$ cat src/rtl/game_pc_packet_rx.sv
// Receive-side decoder for the 14-byte game-state packet: hunts for the header, collects
// 13 body bytes, validates reserved bits and commits all game fields atomically.
//   state  | meaning
//   S_HUNT | waiting for HEADER byte
//   S_BODY | collecting body bytes 1..13 under inter-byte timeout
module game_pc_packet_rx #(
  parameter int         TIMEOUT_CYCLES = 100000,
  parameter logic [7:0] HEADER         = 8'hA5
) (
  input  logic        clk,
  input  logic        rst_n,
  input  logic        i_rx_valid,
  input  logic [7:0]  i_rx_data,
  input  logic        i_rx_err,
  output logic        o_frame_valid,
  output logic        o_err_format,
  output logic        o_err_timeout,
  output logic        o_err_line,
  output logic        o_busy,
  output logic [15:0] o_frame_cnt,
  output logic [1:0]  o_winner,
  output logic [3:0]  o_state,
  output logic        o_playerA,
  output logic        o_playerB,
  output logic        o_saw_active,
  output logic        o_reverse_active,
  output logic        o_handcuff_active,
  output logic        o_bullet_report_valid,
  output logic        o_bullet_report,
  output logic [2:0]  o_report_idx,
  output logic [2:0]  o_hp_p0,
  output logic [2:0]  o_hp_p1,
  output logic [3:0]  o_total_bullet,
  output logic [3:0]  o_total_bullet_remaining,
  output logic [2:0]  o_bullet_filled,
  output logic [2:0]  o_bullet_empty,
  output logic [3:0]  o_bullet_bitmap_ptr,
  output logic [7:0]  o_bullet_bitmap,
  output logic [3:0]  o_item_column_p0_0,
  output logic [3:0]  o_item_column_p0_1,
  output logic [3:0]  o_item_column_p0_2,
  output logic [3:0]  o_item_column_p0_3,
  output logic [3:0]  o_item_column_p0_4,
  output logic [3:0]  o_item_column_p0_5,
  output logic [3:0]  o_item_column_p1_0,
  output logic [3:0]  o_item_column_p1_1,
  output logic [3:0]  o_item_column_p1_2,
  output logic [3:0]  o_item_column_p1_3,
  output logic [3:0]  o_item_column_p1_4,
  output logic [3:0]  o_item_column_p1_5
);

  localparam int             CW        = $clog2(TIMEOUT_CYCLES);
  localparam logic [CW-1:0]  CNT_LIMIT = CW'(TIMEOUT_CYCLES - 1);
  localparam logic [3:0]     LAST_IDX  = 4'd13;

  typedef enum logic {S_HUNT = 1'b0, S_BODY = 1'b1} state_t;

  state_t          state_q, state_d;
  logic [3:0]      idx_q, idx_d;
  logic [CW-1:0]   cnt_q, cnt_d;
  logic [7:0]      shadow_q [1:12];
  logic [95:0]     fields_q, fields_d;
  logic [15:0]     frame_cnt_q;
  logic            fv_q, fv_d, fmt_q, fmt_d, to_q, to_d, line_q, line_d;
  logic            shadow_we, commit_en, rsv_bad;

  assign rsv_bad = |{shadow_q[3][4], shadow_q[3][0], shadow_q[5][4], shadow_q[5][0],
                     shadow_q[6][3:0]};

  // Reserved bits are dropped here; the last byte comes straight from the input.
  assign fields_d = {shadow_q[1], shadow_q[2],
                     shadow_q[3][7:5], shadow_q[3][3:1],
                     shadow_q[4],
                     shadow_q[5][7:5], shadow_q[5][3:1],
                     shadow_q[6][7:4], shadow_q[7],
                     shadow_q[8], shadow_q[9], shadow_q[10], shadow_q[11], shadow_q[12],
                     i_rx_data};

  always_comb begin
    state_d   = state_q;
    idx_d     = idx_q;
    cnt_d     = cnt_q;
    shadow_we = 1'b0;
    commit_en = 1'b0;
    fv_d      = 1'b0;
    fmt_d     = 1'b0;
    to_d      = 1'b0;
    line_d    = 1'b0;
    case (state_q)
      S_HUNT: begin
        if (i_rx_valid && i_rx_data == HEADER) begin
          state_d = S_BODY;
          idx_d   = 4'd1;
          cnt_d   = '0;
        end
      end
      S_BODY: begin
        if (i_rx_err) begin
          state_d = S_HUNT;
          idx_d   = 4'd0;
          cnt_d   = '0;
          line_d  = 1'b1;
        end else if (i_rx_valid) begin
          cnt_d = '0;
          if (idx_q == LAST_IDX) begin
            state_d   = S_HUNT;
            idx_d     = 4'd0;
            fmt_d     = rsv_bad;
            fv_d      = !rsv_bad;
            commit_en = !rsv_bad;
          end else begin
            shadow_we = 1'b1;
            idx_d     = idx_q + 4'd1;
          end
        end else if (cnt_q == CNT_LIMIT) begin
          state_d = S_HUNT;
          idx_d   = 4'd0;
          cnt_d   = '0;
          to_d    = 1'b1;
        end else begin
          cnt_d = cnt_q + CW'(1);
        end
      end
      default: state_d = S_HUNT;
    endcase
  end

  always_ff @(posedge clk or negedge rst_n) begin
    if (!rst_n) begin
      state_q     <= S_HUNT;
      idx_q       <= 4'd0;
      cnt_q       <= '0;
      fields_q    <= '0;
      frame_cnt_q <= 16'd0;
      fv_q        <= 1'b0;
      fmt_q       <= 1'b0;
      to_q        <= 1'b0;
      line_q      <= 1'b0;
      for (int i = 1; i <= 12; i++) shadow_q[i] <= 8'd0;
    end else begin
      state_q <= state_d;
      idx_q   <= idx_d;
      cnt_q   <= cnt_d;
      fv_q    <= fv_d;
      fmt_q   <= fmt_d;
      to_q    <= to_d;
      line_q  <= line_d;
      if (shadow_we) shadow_q[idx_q] <= i_rx_data;
      if (commit_en) begin
        fields_q    <= fields_d;
        frame_cnt_q <= frame_cnt_q + 16'd1;
      end
    end
  end

  assign o_frame_valid = fv_q;
  assign o_err_format  = fmt_q;
  assign o_err_timeout = to_q;
  assign o_err_line    = line_q;
  assign o_busy        = (state_q == S_BODY);
  assign o_frame_cnt   = frame_cnt_q;

  assign {o_winner, o_state, o_playerA, o_playerB,
          o_saw_active, o_reverse_active, o_handcuff_active,
          o_bullet_report_valid, o_bullet_report, o_report_idx,
          o_hp_p0, o_hp_p1,
          o_total_bullet, o_total_bullet_remaining,
          o_bullet_filled, o_bullet_empty,
          o_bullet_bitmap_ptr, o_bullet_bitmap,
          o_item_column_p0_0, o_item_column_p0_1, o_item_column_p0_2,
          o_item_column_p0_3, o_item_column_p0_4, o_item_column_p0_5,
          o_item_column_p1_0, o_item_column_p1_1, o_item_column_p1_2,
          o_item_column_p1_3, o_item_column_p1_4, o_item_column_p1_5} = fields_q;

endmodule

$ cat config.mk
export PLATFORM = sky130hd
export DESIGN_NAME = game_pc_packet_rx
export DESIGN_NICKNAME = d
export VERILOG_FILES = /design/src/rtl/game_pc_packet_rx.sv
export SDC_FILE = /design/constraint.sdc
export NUM_CORES = 1
export LEC_CHECK = 0
export BUFFER_PORTS_ARGS = -buffer_cell sky130_fd_sc_hd__buf_2
export CAP_MARGIN = 20
export CORE_UTILIZATION = 60
export DETAILED_ROUTE_END_ITERATION = 6
export PLACE_DENSITY_LB_ADDON = 0.25
export SLEW_MARGIN = 0
export SYNTH_ARGS = -nofsm -noshare
export SYNTH_HDL_FRONTEND = slang
export SYNTH_SLANG_ARGS = --single-unit
$ cat constraint.sdc
create_clock -name clk -period 4.4 [get_ports clk]
set_clock_uncertainty 0.2 [all_clocks]
set_input_delay 0 -clock clk [delete_from_list [all_inputs] [get_ports clk]]
set_output_delay 0 -clock clk [all_outputs]
set_load 0.01 [all_outputs]
==> impl_metrics.ini, run 1 <==
[clock_tree]
cts.sinks = 234
cts_buffers = 23
htree_levels = 1
cts-root-buf = clkbuf_16
cts_tree = yes
clk_pin_slew_ps = 60
clkLatencyLatePin_ps = 500
cts-hold-fix-buffers = 13
cts_resized = 0
cts_buffer_depth = 3
post_cts_buffers = 0

[sta]
fin_crit_ps = 3040
rsz0062_at_grt = false
fin_setup_tns_ps = 0
max_freq_mhz = 329
holdWs_ps = -61.6
worst_slack_ps = 1360
setup_viol = 0
finalHoldViolCount = 27
finalCritPeriodShare_pct = 69.2
tightest_slew_ps = 1060
slew_headroom_pct = 29.4
maxSlewViolCount = 0

[global_routing]
grt_usage_pct = 26.4
grt.overflow.total = 0
grt_max_degree = 125
grt_pass1_vias = 6529
grt_pass1_wl_um = 34000
antenna_found_initial = 1

[logic_synthesis]
yosysTopAreaCellShare_pct = 61.6
ys_seq_area_share_pct = 61.6
synth_edf_count = 0
syn_inst = 865
ys.flop_type = dfrtp_1
synth_area_sq_mm = 0.00950
yosys-top-cells-area = dfrtp_1, nand2_1, mux2_2
avgSynthCellArea_sq_um = 11.0
postSynthNetCount = 879
ys_ff_latch = 234
async_flop_share_pct = 100
yosysUniqueCellTypes = 45
yosys_warnings = 0
synth.largest_area_cell = dfrtp_1

[worst_setup_path]
path_cells = nor4b_1 -> nand4_1 -> buf_4 -> a31oi_1 -> o22ai_1 -> dlygate4sd3_1
slowest_delay_ps = 620
arrival_ps = 3220
crit_fanout = 17
crit_type = flip-flop to flip-flop
reg2reg_setup_slack_ps = 1360
critPathLaunchType = flip-flop
cp_slowest_cell = nand4_1
end_kind = flip-flop
worstPathRequired_ps = 4580

[routing]
drcViolationCount = 0
finalWirelength_um = 20600
drt-pass1-iter-count = 4
viasPerCell = 5.58
ant_nets = 0
drtIter0Drc = 545
wire_per_inst_um = 16.9
vias = 6791

[power_and_ir_drop]
p_per_area_mw_per_mm2 = 378
total_power_w = 0.00422
p_leak_nw = 6.18
ir_worst_vdd_v = 0.000241

[hold_path]
worstHoldPathType = input pin to async pin

[layout]
seq_area_sq_mm = 0.00586
drive_gt1_share_pct = 27.8
nNetsFinal = 1006
fin_area_sq_mm = 0.0112
fillers = 1082
multi_input_area_sq_mm = 0.00341
antenna_cells = 0
area_delta_synth_final_pct = 17.5

[floorplanning]
num_rows = 45
die_x_um = 128
die_area_sq_mm = 0.0163
design.core.area_sq_mm = 0.0153
die_y_um = 128
ios = 129
initial_utilization_pct = 62.1

[place]
dpl-instance-area_sq_mm = 0.0103
post-place-ws_ps = 1710
io_buffer_count = 128
dp_hpwl_um = 12500
place_congestion = 0.861

[status]
status = finished with violations
violations = hold timing

[job]
max-cap-violations = 0
-- kinds of logic after synthesis --
| family | count (synthesis) | share of synthesized area [%] |
|---|---|---|
| AO/OA/AOI/OAI | 47 | 3.29 |
| adder cells (fa/ha/maj) | 2 | 0.263 |
| AND/OR/NAND/NOR | 414 | 19.3 |
| buffers and inverters | 55 | 2.54 |
| XOR/XNOR | 15 | 1.38 |
| flip-flops | 234 | 61.6 |
| multiplexers | 98 | 11.6 |
-- power by group --
group / switching [W] / internal [W] / total [W]
Combinational: 0.0000846 / 0.0000275 / 0.000112
Clock: 0.000770 / 0.00115 / 0.00192
Sequential: 0.0000232 / 0.00217 / 0.00219
Total: 0.000878 / 0.00335 / 0.00422
-- layer usage --
| metal | track usage [%] | wire [um] |
|---|---|---|
| met1 | 38.8 | 9400 |
| met2 | 42.3 | 9750 |
| met3 | 3.17 | 1060 |
| met4 | 6.44 | 378 |
| met5 | 0 | 0 |
-- through the flow --
stage | util, % | hold WS (ps) | std cells
after CTS | 72.8 | 34.9 | 1217
after global routing | 72.9 | 58.9 | 1218
after floorplan | - | -496 | 865
after global placement | 67.1 | -47.5 | 1164
final | 72.9 | -61.6 | 1218
after detailed placement | 67.1 | -46.8 | 1164
-- synthesized netlist by cell type (3+ instances only) --
| library cell | count |
|---|---|
| a31oi_1 | 19 |
| a41oi_1 | 6 |
| and2_1 | 5 |
| and3_1 | 7 |
| and4_1 | 4 |
| buf_2 | 16 |
| clkbuf_1 | 29 |
| dfrtp_1 | 234 |
| inv_1 | 7 |
| mux2_2 | 96 |
| nand2_1 | 312 |
| nand2b_1 | 4 |
| nand3_1 | 18 |
| nand4_1 | 12 |
| nor2_1 | 10 |
| nor2_2 | 3 |
| nor3_1 | 7 |
| nor4_1 | 5 |
| nor4_2 | 4 |
| nor4bb_1 | 3 |
| o211ai_1 | 7 |
| o21ai_0 | 7 |
| o22ai_1 | 3 |
| or4_1 | 4 |
| xnor2_1 | 5 |
| xor2_1 | 10 |
-- sequential cells by signal, indices dropped and copies added, names as in the netlist --
register and count:
shadow_q 8, o_frame_valid 1, o_err_timeout 1, fields_q 96
cnt_q 17, o_frame_cnt 16, o_busy 1, fields_d 88
idx_q 4, o_err_line 1, o_err_format 1
-- worst max-delay path, delay by kind of cell (launching register included) --
family                 cells  cell delay [ps]
AO/OA/AOI/OAI              2              290
buffers and inverters      2             1000
flip-flops                 1              450
AND/OR/NAND/NOR            2              990
-- cells in the final DEF (no fill, tap or decap), types with 6 or more instances in the layout --
master / count
nand2_1: 312
dfrtp_1: 234
inv_1: 7
nand3_1: 18
dlygate4sd3_1: 13
clkbuf_8: 8
buf_2: 127
nand4_1: 12
buf_4: 7
o21ai_0: 7
clkbuf_16: 23
o211ai_1: 7
and3_1: 7
mux2_2: 96
xor2_1: 10
a41oi_1: 6
nor3_1: 7
nor2_1: 10
a31oi_1: 19
-- final timing paths --
path	to	depth (start not counted)	startpoint
worst max-delay path	idx_q[0]	6	cnt_q[12]
worst min-delay path	o_frame_cnt[9]	2	rst_n
worst max register to register	idx_q[0]	6	cnt_q[12]
worst min register to register	fields_q[26]	2	fields_d[26]
max in group asynchronous	shadow_q[72]	3	rst_n
min in group clk	o_err_line	3	i_rx_err
-- cell type report --
type                       count  share of cell area [%]
inverter                       8                   0.280
timing repair buffer         149                    7.64
multi-input combinational    576                    30.5
clock buffer                  36                    6.31
clock inverter                 4                   0.426
tap                          211                    2.36
sequential                   234                    52.5
Power figures use the tool's default switching activity.
==> run 2: changes to the inputs <==
--- a/config.mk
+++ b/config.mk
@@ -7,7 +7,7 @@
 export LEC_CHECK = 0
 export BUFFER_PORTS_ARGS = -buffer_cell sky130_fd_sc_hd__buf_2
 export CAP_MARGIN = 20
-export CORE_UTILIZATION = 60
+export CORE_UTILIZATION = 57
 export DETAILED_ROUTE_END_ITERATION = 6
 export PLACE_DENSITY_LB_ADDON = 0.25
 export SLEW_MARGIN = 0
==> constraint.sdc (replaced) <==
create_clock -name clk -period 3 [get_ports clk]
set_clock_uncertainty 0.2 [all_clocks]
set_input_delay 0 -clock clk [delete_from_list [all_inputs] [get_ports clk]]
set_output_delay 0 -clock clk [all_outputs]
set_load 0.01 [all_outputs]
==> impl_metrics.ini, run 2 (synthesis gave the netlist of run 1 again) <==
[global_routing]
grt_usage_pct = 25.7
grt_pass1_wl_um = 35700
grt_pass1_vias = 6861
grt.overflow.total = 0
antenna_found_initial = 0
grt_max_degree = 95

[floorplanning]
initial_utilization_pct = 59.2
die_x_um = 131
die_y_um = 131
die_area_sq_mm = 0.0172
num_rows = 46
ios = 129
design.core.area_sq_mm = 0.0161

[clock_tree]
htree_levels = 1
cts_buffers = 24
clk_pin_slew_ps = 60
cts-root-buf = clkbuf_16
post_cts_buffers = 0
cts_buffer_depth = 3
cts_tree = yes
clkLatencyLatePin_ps = 500
cts.sinks = 234

[power_and_ir_drop]
seqPwrFrac_pct = 52.0
swShare_pct = 20.8
ir_worst_vdd_v = 0.000454
p_per_area_mw_per_mm2 = 546
p_int_w = 0.00488
comb_power_share_pct = 3.0
power_frac_clock_pct = 45.0
p_leak_nw = 6.25
switching_power_w = 0.00128

[sta]
setup_viol = 0
finalHoldViolCount = 0
tightest_slew_ps = 963
slew_headroom_pct = 35.5
max_freq_mhz = 391
maxSlewViolCount = 0
fin_setup_tns_ps = 0
finalCritPeriodShare_pct = 85.2
rsz0062_at_grt = false
fin_crit_ps = 2560

[worst_setup_path]
worst-path-buf-inv = 1
path_cells = nor4bb_1 -> nand4_1 -> a31oi_1 -> o22ai_1 -> dlygate4sd3_1
crit_fanout = 11
slowest_delay_ps = 580
critPathLaunchType = flip-flop
crit_type = flip-flop to flip-flop
cp_slowest_cell = dlygate4sd3_1
end_kind = flip-flop
crit_family = simple AND/OR/NAND/NOR gates
worstPathRequired_ps = 3180
arrival_ps = 2740

[layout]
antenna_cells = 0
fillers = 1188
regMostFlops = fields_q
drive_gt1_share_pct = 28.5
mostFrequentLayoutCell = nand2_1
fin_util_pct = 70.3
nNetsFinal = 1019
layout_common_cells = nand2_1, dfrtp_1, buf_2, mux2_2, clkbuf_16
area_delta_synth_final_pct = 18.8
largest_reg_flops = 96

[place]
io_buffer_count = 128
dp_hpwl_um = 13300
place_congestion = 0.801

[job]
max-cap-violations = 0

[routing]
wire_per_inst_um = 17.1
drcViolationCount = 0
ant_nets = 0
drt-pass1-iter-count = 4
viasPerCell = 5.58
vias = 6883
finalWirelength_um = 21100
drtIter0Drc = 415

[status]
status = completed

[hold_path]
worstHoldPathType = input pin to flip-flop
## run 2: cell types whose count changed in the layout (fill, tap and decap cells not counted), sizes merged
cell,previous run,this run
dlygate4sd3,13,14
bufinv,1,0
clkbuf,36,35
buf,136,147
clkinvlp,1,0
clkinv,3,4
## run 2: worst min-delay path, stage by stage
cell and delay, ps:
dlygate4sd3_1 530, buf_2 160, and2_1 160
## run 2: cell type report
cell class / instances / area [sq um] / share of cell area (%)
multi-input combinational: 576 / 3410 / 30.2
inverter: 8 / 31.3 / 0.277
timing repair buffer: 161 / 983 / 8.71
clock inverter: 3 / 18.8 / 0.166
sequential: 234 / 5860 / 51.9
clock buffer: 35 / 723 / 6.41
tap: 216 / 270 / 2.39
## run 2: what timing repair did
action,CTS,global route
hold endpoints to repair,363,0
resized for setup,0,0
hold buffers,14,0
## run 2: stage by stage
| step | instances | hold slack, ps | total power [W] | setup WS, ps | cell area [sq um] |
|---|---|---|---|---|---|
| after floorplan | 865 | -496 | 0.00332 | 667 | 9500 |
| after global placement | 1181 | -123 | 0.00343 | 586 | 10400 |
| after detailed placement | 1181 | -120 | 0.00343 | 554 | 10400 |
| after CTS | 1233 | 164 | 0.00623 | 464 | 11300 |
| after global routing | 1233 | 214 | 0.00639 | 246 | 11300 |
| final | 1233 | 189 | 0.00616 | 445 | 11300 |
## run 2: worst paths after layout
check	start	to	slack, ps	cells past startpoint
max in group asynchronous	rst_n	fields_q[34]	1330	4
min reg2reg	fields_d[53]	fields_q[53]	260	2
min	i_rx_err	o_err_line	190	3
min in group asynchronous	rst_n	fields_q[57]	460	3
max reg2reg	cnt_q[6]	idx_q[0]	440	5
max	cnt_q[6]	idx_q[0]	440	5
## run 2: metal layers
metal	routed length, um	vias up	GRT usage, %	share of wire [%]
met5	0	-	0	0
met4	313	0	5.88	1.5
met3	1250	36	3.40	5.9
met2	10100	224	41.2	48
met1	9430	3435	37.5	45
li1	-	3188	-	-
## run 2: power by group through the flow
stage / registers, W / clock network [W] / logic (W)
after floorplan: 0.00325 / 0 / 0.0000676
after global placement: 0.00326 / 0 / 0.000171
after detailed placement: 0.00326 / 0 / 0.000174
after CTS: 0.00320 / 0.00284 / 0.000186
after global routing: 0.00321 / 0.00298 / 0.000206
final: 0.00321 / 0.00277 / 0.000183
